## config.mk

```make
export PLATFORM = sky130hd
export DESIGN_NAME = beep_driver_flat
export DESIGN_NICKNAME = d
export VERILOG_FILES = /design/src/rtl/beep_if.sv /design/src/rtl/beep_driver.sv /design/src/flat_wrapper.sv
export SDC_FILE = /design/constraint.sdc
export NUM_CORES = 1
export LEC_CHECK = 0
export CAP_MARGIN = 20
export CORE_AREA = 4 4 87 89
export DETAILED_ROUTE_END_ITERATION = 10
export DIE_AREA = 0 0 91 93
export GPL_TIMING_DRIVEN = 0
export PLACE_DENSITY = 0.57
export SLEW_MARGIN = 20
export SYNTH_ARGS = -nofsm -noshare
export SYNTH_HDL_FRONTEND = slang
export SYNTH_SLANG_ARGS = --single-unit
```

## constraint.sdc

```tcl
create_clock -name clk -period 2.2 [get_ports clk]
set_input_delay 0.44 -clock clk [delete_from_list [all_inputs] [get_ports clk]]
set_output_delay 0.44 -clock clk [all_outputs]
set_load 0.01 [all_outputs]
```

## src/rtl/beep_if.sv

```systemverilog
// Handshake and drive signals between a beep requester and beep_driver.
interface beep_if;
  logic       trig;
  logic [2:0] beeps;
  logic       abort;
  logic       buzzer;
  logic       busy;
  logic       done;

  // Requester side: issues trig/beeps/abort, observes status and drive.
  modport master (
    output trig,
    output beeps,
    output abort,
    input  buzzer,
    input  busy,
    input  done
  );

  // Driver side: consumes requests, produces drive and status.
  modport slave (
    input  trig,
    input  beeps,
    input  abort,
    output buzzer,
    output busy,
    output done
  );
endinterface

```

## src/rtl/beep_driver.sv

```systemverilog
// Piezo beep sequencer: plays N tone bursts of ON_CYCLES separated by OFF_CYCLES
// of silence. The tone is a square wave toggling every TONE_HALF cycles.
// All outputs are registered; reset is asynchronous active-low.
module beep_driver #(
  parameter int unsigned TONE_HALF  = 5_000,
  parameter int unsigned ON_CYCLES  = 1_000_000,
  parameter int unsigned OFF_CYCLES = 1_000_000
) (
  input  logic   clk,
  input  logic   rst_n,
  beep_if.slave  bus
);

  localparam logic [19:0] OnLast   = 20'(ON_CYCLES - 1);
  localparam logic [19:0] OffLast  = 20'(OFF_CYCLES - 1);
  localparam logic [19:0] ToneLast = 20'(TONE_HALF - 1);

  typedef enum logic [1:0] {StIdle, StOn, StOff} state_e;

  state_e      state_q, state_d;
  logic [2:0]  rem_q, rem_d;
  logic [19:0] cnt_q, cnt_d;
  logic [19:0] tone_q, tone_d;
  logic        buzzer_q, buzzer_d;
  logic        busy_q, busy_d;
  logic        done_q, done_d;
  logic [2:0]  rem_dec;

  assign rem_dec = rem_q - 3'd1;

  // Next-state and next-output computation for the sequencer.
  always_comb begin
    state_d  = state_q;
    rem_d    = rem_q;
    cnt_d    = cnt_q + 20'd1;
    tone_d   = tone_q + 20'd1;
    buzzer_d = buzzer_q;
    busy_d   = busy_q;
    done_d   = 1'b0;

    unique case (state_q)
      StIdle: begin
        cnt_d    = '0;
        tone_d   = '0;
        buzzer_d = 1'b0;
        busy_d   = 1'b0;
        // abort in the same cycle suppresses the request
        if (bus.trig && (bus.beeps != 3'd0) && !bus.abort) begin
          state_d  = StOn;
          rem_d    = bus.beeps;
          buzzer_d = 1'b1;
          busy_d   = 1'b1;
        end
      end

      StOn: begin
        if (bus.abort) begin
          state_d  = StIdle;
          rem_d    = '0;
          cnt_d    = '0;
          tone_d   = '0;
          buzzer_d = 1'b0;
          busy_d   = 1'b0;
        end else if (cnt_q == OnLast) begin
          rem_d    = rem_dec;
          cnt_d    = '0;
          tone_d   = '0;
          buzzer_d = 1'b0;
          if (rem_dec != 3'd0) begin
            state_d = StOff;
            busy_d  = 1'b1;
          end else begin
            state_d = StIdle;
            busy_d  = 1'b0;
            done_d  = 1'b1;
          end
        end else if (tone_q == ToneLast) begin
          buzzer_d = ~buzzer_q;
          tone_d   = '0;
        end
      end

      StOff: begin
        tone_d   = '0;
        buzzer_d = 1'b0;
        if (bus.abort) begin
          state_d = StIdle;
          rem_d   = '0;
          cnt_d   = '0;
          busy_d  = 1'b0;
        end else if (cnt_q == OffLast) begin
          // restart tone phase so each beep begins high
          state_d  = StOn;
          cnt_d    = '0;
          buzzer_d = 1'b1;
          busy_d   = 1'b1;
        end
      end

      default: begin
        state_d  = StIdle;
        rem_d    = '0;
        cnt_d    = '0;
        tone_d   = '0;
        buzzer_d = 1'b0;
        busy_d   = 1'b0;
      end
    endcase
  end

  // State, counters and registered outputs; reset clears everything at once.
  always_ff @(posedge clk or negedge rst_n) begin
    if (!rst_n) begin
      state_q  <= StIdle;
      rem_q    <= '0;
      cnt_q    <= '0;
      tone_q   <= '0;
      buzzer_q <= 1'b0;
      busy_q   <= 1'b0;
      done_q   <= 1'b0;
    end else begin
      state_q  <= state_d;
      rem_q    <= rem_d;
      cnt_q    <= cnt_d;
      tone_q   <= tone_d;
      buzzer_q <= buzzer_d;
      busy_q   <= busy_d;
      done_q   <= done_d;
    end
  end

  assign bus.buzzer = buzzer_q;
  assign bus.busy   = busy_q;
  assign bus.done   = done_q;

endmodule
```

## src/flat_wrapper.sv

```systemverilog
// flat-port wrapper written by rule: the top's interface ports become plain ports
module beep_driver_flat 
#(
  parameter int unsigned TONE_HALF  = 5_000,
  parameter int unsigned ON_CYCLES  = 1_000_000,
  parameter int unsigned OFF_CYCLES = 1_000_000
)
  (clk, rst_n, bus_trig, bus_beeps, bus_abort, bus_buzzer, bus_busy, bus_done);
  beep_if bus_i ();
  input  logic clk;
  input  logic rst_n;
  input wire logic [$bits(bus_i.trig)-1:0] bus_trig;
  input wire logic [$bits(bus_i.beeps)-1:0] bus_beeps;
  input wire logic [$bits(bus_i.abort)-1:0] bus_abort;
  output wire logic [$bits(bus_i.buzzer)-1:0] bus_buzzer;
  output wire logic [$bits(bus_i.busy)-1:0] bus_busy;
  output wire logic [$bits(bus_i.done)-1:0] bus_done;
  assign bus_i.trig = bus_trig;
  assign bus_i.beeps = bus_beeps;
  assign bus_i.abort = bus_abort;
  assign bus_buzzer = bus_i.buzzer;
  assign bus_busy = bus_i.busy;
  assign bus_done = bus_i.done;
  beep_driver #(.TONE_HALF(TONE_HALF), .ON_CYCLES(ON_CYCLES), .OFF_CYCLES(OFF_CYCLES)) u_core (.clk(clk), .rst_n(rst_n), .bus(bus_i));
endmodule
```

Word-level counts from Yosys, hierarchy flattened
Index checks and enable logic that the tools add are counted.
{ "classes": {"addsub": 3, "eq_ne": 9, "n_mux": 36, "bitwise": 1, "reduce_logical": 10} }
{ "ops": {"columns": ["op", "n"], "rows": [
  ["20-bit two-way mux", 7],
  ["20-bit by 1-bit adder with 20-bit output (second input constant)", 2],
  ["20-bit by 13-bit equality test with 1-bit output (second input constant)", 1],
  ["20-bit equality test (second input constant)", 1],
  ["1-bit two-way mux", 15],
  ["2-bit two-way mux", 6],
  ["3-bit two-way mux", 4],
  ["3-bit one-hot mux with 3 select lines", 1],
  ["3-bit by 2-bit inequality test with 1-bit output (second input constant)", 2],
  ["1-bit one-hot mux with 3 select lines", 2],
  ["2-bit one-hot mux with 3 select lines", 1],
  ["3-bit AND reduction", 2],
  ["3-bit nonzero test", 2],
  ["4-bit by 2-bit inequality test with 1-bit output (second input constant)", 1],
  ["3-bit by 1-bit subtractor with 3-bit output (second input constant)", 1],
  ["2-bit by 1-bit equality test with 1-bit output (second input constant)", 1],
  ["2-bit equality test (second input constant)", 1],
  ["1-bit logical AND", 2],
  ["2-bit zero test", 1],
  ["2-bit by 1-bit inequality test with 1-bit output (second input constant)", 1],
  ["2-bit inequality test (second input constant)", 1],
  ["2-bit AND reduction", 1],
  ["2-bit OR reduction", 1],
  ["1-bit zero test", 1],
  ["1-bit NOT", 1]
]} }
{ "totals": {"reg_bits": 48, "inputBits": 7, "out_inout_bits": 3, "word_cells": 66} }

Logic depth before layout (Yosys ltp)
Gate-level depths: netlist of run 1.
{ "logic_depth": {"depth_word": 6, "mapped_depth": 7, "mapped_depth_nobuf": 7} }

Least setup slack after synthesis of run 1
Ideal clock, no wire load.
{ "synth_path": {"kind": "reg-to-reg", "from": "reg u_core.cnt_q[0]", "to": "reg u_core.state_q[0]", "setup_ps": 125, "t_arrival_ps": 1697, "t_required_ps": 2075, "slack_ps": 378, "path_stages_with_launch": 7, "n_path_buf": 0, "synth_period_minus_slack_ps": 1822, "cell_sequence": "dfrtp_1 ha_1 and4_2 nand4_4 nor2_4 o31ai_2 mux2_4"} }
{ "synth_between": {"elab_chain_len": 3, "word_cells_on_any_way": 4, "classes_between": "eq/ne: 3; reduce/logical: 1"} }
{ "synth_rtl": {"columns": ["item", "line_no", "rtl"], "rows": [
  ["start, declared", "beep_driver.sv:22", "logic [19:0] cnt_q, cnt_d;"],
  ["start signal, assigned", "beep_driver.sv:124", "cnt_q <= cnt_d;"],
  ["20-bit equality test *", "beep_driver.sv:64, beep_driver.sv:91", null],
  ["3-bit by 2-bit inequality test with 1-bit output (no source line)", null, null],
  ["3-bit AND reduction (no source line) *", null, null],
  ["end signal, assigned", "beep_driver.sv:114", "state_q <= StIdle;"],
  ["end signal, assigned", "beep_driver.sv:122", "state_q <= state_d;"],
  ["end, declared", "beep_driver.sv:20", "state_e state_q, state_d;"]
]} }
Every way passes the cells marked *; elsewhere a longest branch is shown, timed or not.
A chain may end at the register's enable or synchronous reset.

Final worst setup path of run 1
{ "layout_path": {"from": "reg u_core.cnt_q[0]", "to": "reg u_core.state_q[1]"} }
Same word-level chain as after synthesis.

==> metrics, run 1 <==
run status completed; adder-cell area share of the yosys netlist 3.73%; number of max-cap violations 0; Hold Buf Count CTS 0; Cell Pwr Density 799 nW/um2; Post-Route Utilization 44.1%; Gate power share 33.4%; pin count of the biggest net entering global routing 32; GRT met1 Usage 15.6%; overflow left after global routing 0; Switching Fraction 32.7%; Initial Util 39.7%; Tightest Pin Transition 592 ps; Clk Tree Root Cell sky130_fd_sc_hd__clkbuf_8; IO Pins 10; Die Footprint 8460 um2; initial antenna violation count 0; sum of net half-perimeters after detailed placement 3450 um; via count of the first global-routing pass 1,813; # DRC 0; CP required 2390 ps; number of nets produced by synthesis 279; Core Region 6760 um2; number of flops mapped to enable cells by yosys 0; clock input transition at the sequential cells of the worst setup and hold paths 90 ps; Synth cell types 44; gp weighted congestion 0.787; routing usage on met3 2.65%; CTS tree done; Seq cells post-synth 48; count of non-filler cells in the finished layout 362; via count 1,822; kind of critical path reg2reg; signed area change from the synthesized netlist to the final layout 11.2%; RSZ-0062 raised after global routing false; type of the tightest min-delay check in2async; Clk Latency, worst-skew pair 300 ps; cell taking the most area after synthesis sky130_fd_sc_hd__dfrtp_1; maximum resistive drop on vdd 0.312 mV; average routed wire per standard cell 13.0 um; DRC violation total after the first TritonRoute iteration 72; Resized Gates After CTS 0; Critical Path Start Type flip-flop; part of the total power dissipated in the clock network 23.2%; share of synthesized cell area in and, or, nand and nor gates 28.7%; flip-flop cell with the highest count after synthesis sky130_fd_sc_hd__dfrtp_1; first-pass GRT wire length 8390 um; Seq/Total Area, Yosys 44.8%; CTS Buffer Depth 2; Post-Place Cells 354; multiplexer share of the synthesized area 2.29%; num rows 30; area share of the leading cell type in the synthesized netlist 44.8%; min cycle time layout 1930 ps; post-CTS setup-driven buffer insertion count 0; top post-synthesis cells by area sky130_fd_sc_hd__dfrtp_1 45%, sky130_fd_sc_hd__nor2_1 7.4%, sky130_fd_sc_hd__xor2_1 6.2%; antenna diode instance count 0; main combinational cell family by area after synthesis simple AND/OR/NAND/NOR gates; CP Data Arrival Time 2120 ps; Synth Cell Area 2680 um2; First-pass DRT Iterations 4; Post-Synthesis Cells 264; net switching power 0.000780 W; Chip Width 91 um; most instantiated library cell after synthesis sky130_fd_sc_hd__nor2_1; CP endpoint kind flip-flop; Commonest cells post-synth 53 x sky130_fd_sc_hd__nor2_1, 48 x sky130_fd_sc_hd__dfrtp_1, 19 x sky130_fd_sc_hd__xor2_1, 18 x sky130_fd_sc_hd__nand2_1, 17 x sky130_fd_sc_hd__xnor2_1; xor and xnor area share after synthesis 11.8%; final cycle utilization of the critical path 87.8%; clock sinks 48; number of antenna-violating nets in the routed design 0; fmax 0.518 GHz; hold slack 64.0 ps; post-layout total power 0.00238 W; Num CTS Buffers 5; Setup violations, final 0; depth of the CTS H-tree 2; reported leakage power 1.21 nW; fraction of synthesis flops using an asynchronous set or reset pin 100%; design internal power 0.00160 W; compound-gate portion of the synthesized area 5.27%; maximum net fanout on the critical path 6; Worst Skew 10.6 ps; busiest metal layer after global routing met2; final routed wirelength across all metal layers 4700 um; GRT Overall Usage 12.0%; share of post-route cells with drive strength above 1 13.1%; Final Max Tran Viols 0; height of the chip 93 um; slew margin rel. 60.4%; part of the power in registers 43.4%; average cell area after synthesis 10.2 um2; final hold violations 0; total of buffers placed on input and output ports 9; met2 Resource Use GR 19.8%; Net count, final 296; vias per cell 5.03; Syn. warnings 0
state kept, by name, indices dropped and copies added (netlist names):
register	cells
u_core.cnt_q	20
u_core.tone_q	20
u_core.rem_q	3
u_core.state_q	2
u_core.bus.busy	1
u_core.bus.buzzer	1
u_core.bus.done	1
final timing paths:
check                           cells after the start                 to  slack, ps             start
worst max-delay path                                6  u_core.state_q[1]        270   u_core.cnt_q[0]
worst min-delay path                                1  u_core.tone_q[12]         60             rst_n
worst max register to register                      6  u_core.state_q[1]        270   u_core.cnt_q[0]
worst min register to register                      1   u_core.tone_q[0]        470  u_core.tone_q[0]
max in group asynchronous                           2    u_core.cnt_q[9]       1610             rst_n
min in group clk                                    1   u_core.tone_q[0]        470  u_core.tone_q[0]
routing by layer:
layer	part of all wire (%)	vias up	wire, um
li1	-	933	-
met1	50	860	2370
met2	46	20	2140
met3	2.5	9	116
met4	1.5	0	70
met5	0	-	0
worst max-delay path: stages, from the launching register on:
cell and delay (ps):
sky130_fd_sc_hd__dfrtp_1 410, sky130_fd_sc_hd__ha_1 240, sky130_fd_sc_hd__and4_2 280, sky130_fd_sc_hd__nand4_4 170
sky130_fd_sc_hd__nor2_4 50, sky130_fd_sc_hd__o31ai_2 330, sky130_fd_sc_hd__mux2_4 340
through the flow:
| stage | TNS (ps) | setup WS, ps | instance area, um2 |
|---|---|---|---|
| floorplan | 0 | 378 | 2680 |
| global placement | -35980 | -753 | 2870 |
| detailed placement | 0 | 40.6 | 2890 |
| CTS | 0 | 265 | 2980 |
| global route | 0 | 204 | 2980 |
| finish | 0 | 269 | 2980 |
power by group through the flow:
stage / Clock [W] / Combinational [W] / Sequential [W]
after floorplan: 0 / 0.000616 / 0.00104
after global placement: 0 / 0.000802 / 0.00105
after detailed placement: 0 / 0.000806 / 0.00105
after CTS: 0.000580 / 0.000811 / 0.00103
after global routing: 0.000613 / 0.000884 / 0.00105
final: 0.000553 / 0.000796 / 0.00103
logic make-up after synthesis:
group | after synthesis
xor gates and xnor gates | 36
DFF | 48
AOI/OAI and AO/OA | 15
buffers and inverters | 16
and+or+nand+nor | 136
adders and majority gates | 8
muxes | 5
cells in the final DEF, fill, tap and decap left out, types with 3 or more instances in the layout:
cell                              Yosys  final
sky130_fd_sc_hd__a21oi_1              3      3
sky130_fd_sc_hd__and2_1               3      3
sky130_fd_sc_hd__and3_1               4      4
sky130_fd_sc_hd__and4_1               5      5
sky130_fd_sc_hd__buf_6                4      4
sky130_fd_sc_hd__clkbuf_8             0      6
sky130_fd_sc_hd__clkdlybuf4s50_1      0      8
sky130_fd_sc_hd__dfrtp_1             48     48
sky130_fd_sc_hd__ha_1                 8      8
sky130_fd_sc_hd__inv_1               11     11
sky130_fd_sc_hd__nand2_1             18     18
sky130_fd_sc_hd__nand2b_1             3      3
sky130_fd_sc_hd__nand3_1             13     13
sky130_fd_sc_hd__nand4_1              7      7
sky130_fd_sc_hd__nor2_1              53     53
sky130_fd_sc_hd__nor3_1               7      7
sky130_fd_sc_hd__nor3_2               3      3
sky130_fd_sc_hd__xnor2_1             17     17
sky130_fd_sc_hd__xor2_1              19     19
layout make-up:
class,instances,area (um2)
Buffer,5,52.6
Clock buffer,7,86.3
Clock inverter,1,7.51
Fill cell,644,3780
Inverter,11,41.3
Multi-Input combinational cell,200,1390
Sequential cell,48,1200
Tap cell,80,100
Timing Repair Buffer,10,105
No activity file was read; power rests on OpenSTA's default activity.
==> inputs of run 2 (changes only) <==
--- a/config.mk
+++ b/config.mk
@@ -9,8 +9,9 @@
 export CORE_AREA = 4 4 87 89
 export DETAILED_ROUTE_END_ITERATION = 10
 export DIE_AREA = 0 0 91 93
+export DONT_BUFFER_PORTS = 1
 export GPL_TIMING_DRIVEN = 0
-export PLACE_DENSITY = 0.57
+export PLACE_DENSITY = 0.55
 export SLEW_MARGIN = 20
 export SYNTH_ARGS = -nofsm -noshare
 export SYNTH_HDL_FRONTEND = slang
==> metrics, run 2 (synthesis gave the netlist of run 1 again) <==
run status completed; height of the chip 93 um; clock input transition at the sequential cells of the worst setup and hold paths 90 ps; Num CTS Buffers 5; pin count of the biggest net entering global routing 49; CP endpoint kind flip-flop; vias per cell 5.03; slew margin rel. 58.9%; Top delay family on crit path simple AND/OR/NAND/NOR gates; depth of the CTS H-tree 2; Tightest Pin Transition 615 ps; via count 1,779; overflow left after global routing 0; # DRC 0; min cycle time layout 1950 ps; Cell Pwr Density 810 nW/um2; final hold violations 0; first-pass GRT wire length 8500 um; CP required 2390 ps; CTS tree done; Final Max Tran Viols 0; most common cell after layout, fill and taps aside sky130_fd_sc_hd__nor2_1; DRC violation total after the first TritonRoute iteration 41; Gate power share 32.2%; part of the total power dissipated in the clock network 23.7%; part of the power in registers 44.1%; CTS Buffer Depth 2; number of max-cap violations 0; average routed wire per standard cell 13.5 um; final cell area excluding filler cells 2910 um2; maximum resistive drop on vdd 0.308 mV; Clk Latency, worst-skew pair 300 ps; kind of critical path reg2reg; post-CTS setup-driven buffer insertion count 0; IO Pins 10; delay of the slowest cell on the worst path 410 ps; Top Registers u_core.cnt_q x20, u_core.tone_q x20, u_core.rem_q x3; antenna diode instance count 0; final routed wirelength across all metal layers 4760 um; total of buffers placed on input and output ports 0; Chip Width 91 um; signed area change from the synthesized netlist to the final layout 8.63%; Core Region 6760 um2; reported leakage power 1.18 nW; critical path, cell by cell ha_1 > and4_2 > nand4_4 > nor2_4 > o31ai_2 > mux2_4; First-pass DRT Iterations 4; Worst Skew 7.60 ps; num rows 30; buffering stage count on the worst path with inverters included 0; CP Data Arrival Time 2150 ps; clock sinks 48; type of the tightest min-delay check in2reg; commonest cells after routing, fill and taps aside 53 x sky130_fd_sc_hd__nor2_1, 48 x sky130_fd_sc_hd__dfrtp_1, 19 x sky130_fd_sc_hd__xor2_1; met2 Resource Use GR 19.6%; fmax 0.513 GHz; via count of the first global-routing pass 1,781; Setup violations, final 0; total placed instance area 2780 um2; net switching power 0.000782 W; GRT met1 Usage 16.5%; Net count, final 288; Initial Util 39.7%; final cycle utilization of the critical path 88.7%; Critical Path Start Type flip-flop; initial antenna violation count 0; maximum net fanout on the critical path 6; busiest metal layer after global routing met2; number of antenna-violating nets in the routed design 0; share of post-route cells with drive strength above 1 13.1%; Die Footprint 8460 um2; design internal power 0.00158 W; slowest stage cell, crit path sky130_fd_sc_hd__dfrtp_1; routing usage on met3 2.41%; sum of net half-perimeters after detailed placement 3400 um; Switching Fraction 33.1%; Fin Setup TNS 0 ps; gp weighted congestion 0.806; RSZ-0062 raised after global routing false; GRT Overall Usage 12.2%; Clk Tree Root Cell sky130_fd_sc_hd__clkbuf_8
[run 2: cell types whose count changed in the layout (fill, tap and decap cells not counted)]
cell	previous run	this run
sky130_fd_sc_hd__clkdlybuf4s50_1	8	0
sky130_fd_sc_hd__buf_12	1	0
sky130_fd_sc_hd__buf_16	0	1
sky130_fd_sc_hd__buf_2	1	0
sky130_fd_sc_hd__dlygate4sd3_1	0	1
[run 2: metrics by stage]
| stage | util, % | power [W] | setup WS [ps] | hold WS, ps | cells |
|---|---|---|---|---|---|
| after global routing | 43.1 | 0.00253 | 176 | 276 | 354 |
| after CTS | 43.1 | 0.00241 | 237 | 266 | 354 |
| after detailed placement | 41.2 | 0.00181 | 245 | 146 | 344 |
| final | 43.1 | 0.00236 | 249 | 276 | 354 |
| after global placement | 41.2 | 0.00180 | 253 | 146 | 344 |
| after floorplan | - | 0.00166 | 378 | 144 | 264 |
[run 2: path summary, 6_finish.rpt]
check	endpoint	depth (start not counted)	slack, ps	start
worst max-delay path	u_core.state_q[0]	6	250	u_core.cnt_q[0]
worst min-delay path	u_core.rem_q[2]	2	280	bus_beeps[2]
worst max register to register	u_core.state_q[0]	6	250	u_core.cnt_q[0]
worst min register to register	u_core.tone_q[0]	1	470	u_core.tone_q[0]
max in group asynchronous	u_core.cnt_q[10]	2	1350	rst_n
min in group asynchronous	u_core.tone_q[8]	2	630	rst_n
[run 2: timing repair]
action / 4_1_cts / 5_1_grt
resized for setup: 0 / 0
hold endpoints to repair: 48 / 0
hold buffers: 2 / 0
setup endpoints to repair: 0 / 0
[run 2: per-layer routing]
metal	vias to the layer above	wire (um)	share of wire (%)
met1	847	2380	50
met5	-	0	0
met4	0	31	0.65
met2	16	2260	47
li1	912	-	-
met3	4	91	1.9
[run 2: worst reg2reg max path: cells and delay by family (launching register included)]
kind | cells | cell delay [ps]
and+or+nand+nor | 3 | 510
DFF | 1 | 410
AOI/OAI and AO/OA | 1 | 350
muxes | 1 | 340
adders and majority gates | 1 | 250
[run 2: final cells by class]
class | count | area [um2]
clock inverters | 1 | 7.51
repair buffers | 2 | 37.5
well taps | 80 | 100
inverters | 11 | 41.3
plain buffers | 5 | 52.6
clock buffers | 7 | 86.3
multi-input cells | 200 | 1390
fillers | 647 | 3840
flip-flops and latches | 48 | 1200
[run 2: power groups by stage]
stage	sequential [W]	combinational [W]	clock (W)
2_1_floorplan	0.00104	0.000616	0
3_3_place_gp	0.00106	0.000741	0
3_5_place_dp	0.00106	0.000746	0
4_1_cts	0.00104	0.000780	0.000584
5_1_grt	0.00106	0.000868	0.000610
6_report	0.00104	0.000760	0.000559
==> edit: new RTL, flow settings as in run 1 <==
Make the reset (`rst_n`) synchronous in one clocked block. Comments in the files are not updated.
--- a/src/rtl/beep_driver.sv
+++ b/src/rtl/beep_driver.sv
@@ -109,7 +109,7 @@
   end
 
   // State, counters and registered outputs; reset clears everything at once.
-  always_ff @(posedge clk or negedge rst_n) begin
+  always_ff @(posedge clk) begin
     if (!rst_n) begin
       state_q  <= StIdle;
       rem_q    <= '0;
Behaviour: differs if rst_n is asserted again (counterexample within 4 cycles, from zero or initial values and one cycle with rst_n low); with rst_n held inactive, the same outputs for 10 cycles.
==> edit against run 1 <==
Fmax down 8.2%. Combinational power down 48%. Worst setup slack worse by 0.17 ns. Global-route usage down 0.63 points. Cell area down 10%. Area after synthesis down 13%. Cell count up 1.7%. Count of clock-buffer cells in the layout down 2. Sequential cell count unchanged. Power down 12%. Routed wire length down 8.7%. Critical endpoint is now u_core.cnt_q[18]$_SDFF_PP0_.
==> edit: results (changes against run 1) <==
ys_async_sr_fraction_pct: 0  # was 100%
r2r-end: "u_core.cnt_q[18]$_SDFF_PP0_"  # was u_core.state_q[1]$_DFFE_PN0P_
syn_area_per_cell_sq_um: 8.65  # was 10.2 sq um
pre_cts_ws_ns: 0.0277  # was 0.0406 ns
slew_headroom_pct: 64.2  # was 60.4%
status: "complete, no violations"  # unchanged
final_nets: 303  # was 296
grtUsageMet2_pct: 17.4  # was 19.8%
fin_cells: 368  # was 362
reg2reg_from: "u_core.cnt_q[18]$_SDFF_PP0_"  # was u_core.cnt_q[0]$_DFF_PN0_
path_max_fanout: 10  # was 6
first_global_vias: 1689  # was 1813
synth_mux_area_share_pct: 1.29  # was 2.29%
dpl.hpwl_microns: 3120  # was 3450 microns
grt_usage_pct: 11.3  # was 12.0%
wl_per_cell_microns: 11.7  # was 13.0 microns
grt_max_degree: 15  # was 32
synth_nets: 285  # was 279
drive_above_1_share_pct: 8.68  # was 13.1%
num_vias: 1779  # was 1822
synth-compound-area-share_pct: 6.43  # was 5.27%
grtUsageMet1_pct: 15.2  # was 15.6%
placed_cells_incl_taps: 359  # was 354
netlist_top_cells_count: "nor2_1, dfxtp_1, nand2_1"  # was nor2_1, dfrtp_1, xor2_1
worstHoldPathType: "flop to flop"  # was input pin to asynchronous set/reset pin
place_area_sq_um: 2530  # was 2890 sq um
synth_cell_types: 39  # was 44
peakVddDrop_mv: 0.331  # was 0.312 mV
==> edit: cell types whose count changed after synthesis, moves of 4 or more <==
cell | before | now
and4_1 | 5 | 0
dfrtp_1 | 48 | 0
dfxtp_1 | 0 | 48
nand4_1 | 7 | 14
nand2_1 | 18 | 25
buf_6 | 4 | 0
==> edit: logic make-up after synthesis <==
family | Yosys count
compound gates | 20
xor+xnor | 35
fa+ha+maj | 8
buf+inv | 16
flops | 48
mux | 3
simple gates | 140
==> edit: per-layer routing <==
metal	wire length, microns	vias to the layer above
li1	-	950
met1	2180	800
met2	1930	24
met3	137	5
met4	51	0
met5	0	-
==> edit: area by class of cell <==
| type | instances | area (sq um) | area share (%) |
|---|---|---|---|
| plain buffers | 5 | 47.5 | 1.78 |
| well taps | 80 | 100 | 3.74 |
| multi-input cells | 206 | 1290 | 48.2 |
| flip-flops and latches | 48 | 961 | 35.9 |
| clock inverters | 2 | 60.1 | 2.25 |
| clock buffers | 5 | 68.8 | 2.57 |
| inverters | 11 | 41.3 | 1.54 |
| repair buffers | 11 | 105 | 3.93 |
==> edit: worst max-delay path by stage <==
stage	cells past startpoint	start	slack (ns)	endpoint
3_3_place_gp	6	bus_abort	0.01	u_core.rem_q[1]$_SDFFE_PN0P_
4_1_cts	6	u_core.cnt_q[18]$_SDFF_PP0_	0.06	u_core.cnt_q[18]$_SDFF_PP0_
2_1_floorplan	5	u_core.cnt_q[7]$_SDFF_PP0_	0.34	u_core.rem_q[2]$_SDFFE_PN0P_
3_5_place_dp	6	bus_abort	0.03	u_core.rem_q[1]$_SDFFE_PN0P_
5_1_grt	7	u_core.cnt_q[18]$_SDFF_PP0_	-0.009	u_core.cnt_q[14]$_SDFF_PP0_
6_report	7	u_core.cnt_q[18]$_SDFF_PP0_	0.1	u_core.cnt_q[18]$_SDFF_PP0_
==> edit: worst max-delay path: stages (launching register included) <==
cell and delay (ns):
dfxtp_1 0.37, or4bb_2 0.67, nor4_4 0.23, buf_4 0.19, nand2_2 0.09, nand4b_1 0.18, buf_4 0.20, nor2_1 0.06
==> edit: timing repair <==
action,CTS,global route
endpoints found under the setup margin,0,40
setup buffers,0,2
resized for setup,0,1
==> edit: stage by stage <==
| stage | util [%] | hold slack (ns) |
|---|---|---|
| finish | 39.6 | 0.453 |
| global route | 39.6 | 0.480 |
| CTS | 39.3 | 0.459 |
| detailed placement | 37.4 | 0.438 |
| global placement | 37.4 | 0.433 |
| floorplan | - | 0.418 |
==> edit: power groups by stage <==
stage | logic (mW) | registers, mW | clock network, mW
floorplan | 0.308 | 0.970 | 0
global placement | 0.411 | 0.973 | 0
detailed placement | 0.411 | 0.975 | 0
CTS | 0.414 | 0.954 | 0.767
global route | 0.480 | 0.961 | 0.797
finish | 0.413 | 0.953 | 0.737
